===== src/rtl/magnet_controller.sv =====
// magnet_controller: doctor's magnet on/off control with a per-frame energy
// budget. The magnet drains energy while on, recharges it while off, and
// locks itself out for a fixed number of frames once the energy runs dry.
//
// Inputs are plain levels and pulses, sampled on every rising clk edge; there
// is no valid/ready handshake. startOfFrame and refill_pickup count once per
// cycle they are high, and magnet_key acts on its rising edge only.
module magnet_controller #(
    parameter int MAX_ENERGY      = 100,
    parameter int DRAIN_IDLE      = 1,
    parameter int DRAIN_HOLD      = 2,
    parameter int RECHARGE_FRAMES = 4,
    parameter int COOLDOWN_FRAMES = 30,
    parameter int REFILL_AMOUNT   = 50
) (
    input  logic       clk,
    input  logic       reset,
    input  logic       startOfFrame,
    input  logic       magnet_key,
    input  logic       collision_doc,
    input  logic       refill_pickup,
    output logic       magnet_on,
    output logic [6:0] energy_level,
    output logic       cooldown_active,
    output logic       magnet_empty,
    output logic [1:0] state_dbg
);

    localparam logic [1:0] S_IDLE     = 2'd0;
    localparam logic [1:0] S_ACTIVE   = 2'd1;
    localparam logic [1:0] S_COOLDOWN = 2'd2;

    localparam logic signed [9:0] MAX_S = 10'(MAX_ENERGY);

    logic [1:0] state_q, state_d;
    logic [6:0] energy_q, energy_d;
    logic [7:0] cd_cnt_q, cd_cnt_d;
    logic [7:0] rc_cnt_q, rc_cnt_d;
    logic       key_prev_q, key_prev_d;
    logic       magnet_on_q, magnet_on_d;
    logic       cooldown_q, cooldown_d;
    logic       empty_q, empty_d;

    logic              key_rise;
    logic signed [9:0] drain_amt;
    logic signed [9:0] recharge_amt;
    logic signed [9:0] refill_amt;
    logic signed [9:0] e_sum;

    // Next-state, energy arithmetic and registered output values.
    always_comb begin
        key_rise     = magnet_key & ~key_prev_q;
        key_prev_d   = magnet_key;
        state_d      = state_q;
        cd_cnt_d     = cd_cnt_q;
        rc_cnt_d     = rc_cnt_q;
        drain_amt    = '0;
        recharge_amt = '0;
        refill_amt   = refill_pickup ? 10'(REFILL_AMOUNT) : 10'sd0;

        // Recharge only while the magnet is off (idle or locked out).
        if (state_q != S_ACTIVE && startOfFrame) begin
            if (rc_cnt_q + 8'd1 >= 8'(RECHARGE_FRAMES)) begin
                rc_cnt_d     = 8'd0;
                recharge_amt = 10'sd1;
            end else begin
                rc_cnt_d = rc_cnt_q + 8'd1;
            end
        end

        if (state_q == S_ACTIVE && startOfFrame) begin
            drain_amt = collision_doc ? 10'(DRAIN_HOLD) : 10'(DRAIN_IDLE);
        end

        // Wide signed sum so a drain below zero or a refill past full can
        // be clamped cleanly in one step.
        e_sum = $signed({3'b000, energy_q}) - drain_amt + recharge_amt + refill_amt;
        if (e_sum[9]) begin
            energy_d = 7'd0;
        end else if (e_sum > MAX_S) begin
            energy_d = 7'(MAX_ENERGY);
        end else begin
            energy_d = e_sum[6:0];
        end

        case (state_q)
            S_IDLE: begin
                if (key_rise && energy_q != 7'd0) begin
                    state_d  = S_ACTIVE;
                    rc_cnt_d = 8'd0;
                end
            end
            S_ACTIVE: begin
                // Running dry beats a simultaneous key press.
                if (energy_d == 7'd0) begin
                    state_d  = S_COOLDOWN;
                    cd_cnt_d = 8'(COOLDOWN_FRAMES);
                end else if (key_rise) begin
                    state_d = S_IDLE;
                end
            end
            S_COOLDOWN: begin
                if (startOfFrame) begin
                    if (cd_cnt_q <= 8'd1) begin
                        cd_cnt_d = 8'd0;
                        state_d  = S_IDLE;
                    end else begin
                        cd_cnt_d = cd_cnt_q - 8'd1;
                    end
                end
            end
            default: begin
                state_d = S_IDLE;
            end
        endcase

        magnet_on_d = (state_d == S_ACTIVE);
        cooldown_d  = (state_d == S_COOLDOWN);
        empty_d     = (energy_d == 7'd0);
    end

    // State and output registers; key_prev resets high so a held key is not a press.
    always_ff @(posedge clk) begin
        if (reset) begin
            state_q     <= S_IDLE;
            energy_q    <= 7'(MAX_ENERGY);
            cd_cnt_q    <= 8'd0;
            rc_cnt_q    <= 8'd0;
            key_prev_q  <= 1'b1;
            magnet_on_q <= 1'b0;
            cooldown_q  <= 1'b0;
            empty_q     <= 1'b0;
        end else begin
            state_q     <= state_d;
            energy_q    <= energy_d;
            cd_cnt_q    <= cd_cnt_d;
            rc_cnt_q    <= rc_cnt_d;
            key_prev_q  <= key_prev_d;
            magnet_on_q <= magnet_on_d;
            cooldown_q  <= cooldown_d;
            empty_q     <= empty_d;
        end
    end

    assign magnet_on       = magnet_on_q;
    assign energy_level    = energy_q;
    assign cooldown_active = cooldown_q;
    assign magnet_empty    = empty_q;
    assign state_dbg       = state_q;

endmodule

===== config.mk =====
export PLATFORM = sky130hd
export DESIGN_NAME = magnet_controller
export DESIGN_NICKNAME = d
export VERILOG_FILES = /design/src/rtl/magnet_controller.sv
export SDC_FILE = /design/constraint.sdc
export NUM_CORES = 1
export LEC_CHECK = 0
export BUFFER_PORTS_ARGS = -buffer_cell sky130_fd_sc_hd__buf_2
export CORE_MARGIN = 10
export CORE_UTILIZATION = 55
export CTS_BUF_LIST = sky130_fd_sc_hd__clkbuf_4 sky130_fd_sc_hd__clkbuf_8 sky130_fd_sc_hd__clkbuf_16
export DETAILED_ROUTE_END_ITERATION = 16
export GPL_TIMING_DRIVEN = 1
export HOLD_SLACK_MARGIN = 0.03
export PLACE_DENSITY = 0.77
export SYNTH_ARGS = -nofsm -noshare
export SYNTH_HDL_FRONTEND = slang
export SYNTH_SLANG_ARGS = --single-unit

===== constraint.sdc =====
create_clock -name clk -period 4.35 [get_ports clk]
set_input_delay 0.435 -clock clk [delete_from_list [all_inputs] [get_ports clk]]
set_output_delay 0.435 -clock clk [all_outputs]
set_load 0.02 [all_outputs]

==> impl_metrics.py <==
metrics = {
    "sta": {
        "tightest_slew_ns": 0.641,
        "post-route-period-util_pct": 82.3,
        "fmax_ghz": 0.279,
        "drv_slew": 0,
        "fin_tns_setup_ns": 0,
        "finClkSkew_ns": 0.00614,
        "hold_viol": 0,
        "fin_crit_ns": 3.58,
        "rsz0062_at_grt": "false",
        "slew_headroom_pct": 56.9,
        "holdWs_ns": 0.296,
        "setup-violations-final": 0,
    },
    "global_route": {
        "use_met1_pct": 17.8,
        "overflow": 0,
        "grt_util_met2_pct": 18.0,
        "antenna_found_initial": 0,
        "grt.busiest_layer": "met2",
        "grt_usage_pct": 13.1,
        "grt_pass1_wl_um": 6690,
        "met3_usage_pct": 6.11,
        "grt_max_degree": 21,
        "grt_pass1_vias": 1470,
    },
    "setup_path": {
        "critPathBufInv": 1,
        "arrival_ns": 3.83,
        "crit_family": "compound AO/OA/AOI/OAI gates",
        "worst_ep_required_time_ns": 4.60,
        "cp-end-kind": "flop",
        "path_max_fanout": 10,
        "critical_path.cell_chain": "and2b_1 > and3_1 > fa_1 > inv_1 > ha_1 > a211oi_2 > o41ai_4 > o221a_1 > a311oi_2 > a21oi_4 > nand2b_4 > a311oi_2",
        "timing_worst_setup_path_type": "flop to flop",
        "crit_start": "state_dbg[1]",
        "slowest_stage": "fa_1",
        "cp-start-kind": "flop",
        "r2r_start": "state_dbg[1]",
        "regToRegSetupSlack_ns": 0.77,
        "slowest_delay_ns": 0.53,
        "critical_path.most_common_cell": "a311oi_2",
    },
    "synthesis": {
        "synthArstFlopShare_pct": 0,
        "synth_ff_type": "dfxtp_1",
        "ys_ff_latch": 29,
        "synth_nets": 238,
        "avgSynthCellArea_sq_um": 8.50,
        "synthDistinctLibCells": 49,
        "yosys_warnings": 0,
        "synthesis.instances": 215,
        "synth_edf_count": 0,
        "synth_area_sq_um": 1830,
        "yosysSeqAreaShare_pct": 31.8,
    },
    "placed_design": {
        "gp_congestion": 0.876,
        "portBuffers": 17,
        "placed_area_sq_um": 1950,
        "dp_hpwl_um": 2910,
    },
    "floorplan": {
        "die_w_um": 77.7,
        "dieHeight_um": 77.7,
        "dieArea_sq_um": 6030,
        "io_pins": 18,
        "fp.coreArea_sq_um": 3130,
        "start_util_pct": 58.4,
        "rows": 20,
    },
    "worst_hold_path": {
        "min_from": "magnet_key",
        "hold_class": "input port to flop",
    },
    "drt": {
        "dr.pass1.iters": 4,
        "drc": 0,
        "vias": 1567,
        "viasPerCell": 5.64,
        "drt-initial-drc-count": 168,
        "avgRoutedWirePerCell_um": 13.8,
        "ant_nets": 0,
        "drt-total-wl_um": 3840,
    },
    "power": {
        "power_per_cell_area_nw_per_um2": 556,
        "p_comb_share_pct": 55.4,
        "p_total_w": 0.00112,
        "intPower_w": 0.000627,
        "clockPowerShare_pct": 15.3,
        "ir_drop_mv": 0.311,
        "p_leak_nw": 0.936,
        "seqPwrFrac_pct": 29.3,
        "switchingPower_w": 0.000490,
        "p_sw_share_pct": 43.9,
    },
    "cts": {
        "clockBufferDepth": 2,
        "cts_max_level": 2,
        "clk-insertion-delay-late_ns": 0.33,
        "post_cts.repair.setup_buffers": 0,
        "numClockSinks": 29,
        "cts_tree": "yes",
        "clk_pin_slew_ns": 0.08,
        "cts_resized": 0,
        "cts_hold_buf": 0,
        "cts_made_buffers": 5,
        "clockRootBuffer": "clkbuf_4",
    },
    "final_layout": {
        "diodes": 0,
        "layout.nets": 257,
        "finalInstanceArea_sq_um": 2010,
        "drive_gt1_share_pct": 16.7,
        "syn_to_final_growth_pct": 9.86,
    },
    "run": {
        "drv_cap": 0,
    },
    "status": {
        "status": "finished clean",
    },
}
==> power by group through the flow <==
| stage | clock network [W] | logic [W] | registers, W |
|---|---|---|---|
| finish | 0.000170 | 0.000619 | 0.000327 |
| global placement | 0 | 0.000601 | 0.000332 |
| global route | 0.000189 | 0.000690 | 0.000332 |
| CTS | 0.000175 | 0.000613 | 0.000327 |
| floorplan | 0 | 0.000468 | 0.000352 |
| detailed placement | 0 | 0.000608 | 0.000333 |
==> placed cells by master, fill, tap and decap left out, drive strengths merged, types with 3 or more instances in the layout <==
cell	Yosys	routed
nand2	13	13
nor3	7	7
nor2	21	21
xor2	3	3
dfxtp	29	29
inv	24	24
a31oi	6	6
o311ai	3	3
o21ai	9	9
nand3	6	6
buf	0	17
clkbuf	5	7
nand2b	6	6
ha	15	15
and3	8	8
a21oi	11	11
or2	3	3
nor2b	8	8
a311oi	5	5
==> cell families after synthesis <==
family                     share of synthesized area, %
muxes                                              1.71
adders and majority gates                          12.5
AOI/OAI and AO/OA                                  20.6
buffers and inverters                              5.95
xor gates and xnor gates                           2.40
and+or+nand+nor                                    25.1
DFF                                                31.8
==> through the flow <==
step                cells  setup slack [ns]  utilization, %
floorplan             215             0.902               -
CTS                   278             0.765            64.2
global route          278             0.528            64.2
finish                278             0.769            64.2
detailed placement    271             0.790            62.3
global placement      271             0.903            62.3
==> layout make-up <==
class / instances / area, sq um
Multi-Input combinational cell: 157 / 1140
Fill cell: 276 / 1120
Sequential cell: 29 / 581
Inverter: 24 / 90.1
Timing Repair Buffer: 17 / 85.1
Clock buffer: 7 / 58.8
Tap cell: 44 / 55.1
==> flip-flops by register name, summed over array words and instances, names as in the netlist <==
name	count
magnet_empty	1
key_prev_q	1
state_dbg	2
magnet_on	1
cooldown_active	1
cd_cnt_q	8
energy_level	7
rc_cnt_q	8
==> worst paths after layout <==
| kind | to | depth (start not counted) |
|---|---|---|
| worst max-delay path | cd_cnt_q[1] | 12 |
| worst min-delay path | key_prev_q | 2 |
| worst max register to register | cd_cnt_q[1] | 12 |
| worst min register to register | rc_cnt_q[1] | 2 |
==> cell usage after synthesis (3+ instances only) <==
library cell  instances  area, sq um
dfxtp_1              29          581
inv_1                23         86.3
nor2_1               21         78.8
ha_1                 15          188
nand2_1              13         48.8
a21oi_1              10         50.1
o21ai_0               9         45.0
and3_1                8         50.1
nor2b_1               8         50.1
nor3_1                7         35.0
a31oi_1               6         37.5
nand3_1               6         30.0
clkbuf_1              5         18.8
nand2b_1              5         31.3
xor2_1                3         26.3
==> worst register-to-register path, cell delays in order, from the launching register on <==
cell	delay [ns]
dfxtp_1	0.43
and2b_1	0.27
and3_1	0.21
fa_1	0.53
inv_1	0.06
ha_1	0.30
a211oi_2	0.34
o41ai_4	0.16
o221a_1	0.31
a311oi_2	0.32
a21oi_4	0.16
nand2b_4	0.19
a311oi_2	0.22
==> routing by layer <==
metal  share of wire [%]  wire length [um]
met1                  52              1990
met2                  40              1550
met3                 6.7               257
met4                 1.1                42
met5                   0                 0
(Power assumes the default switching activity.)
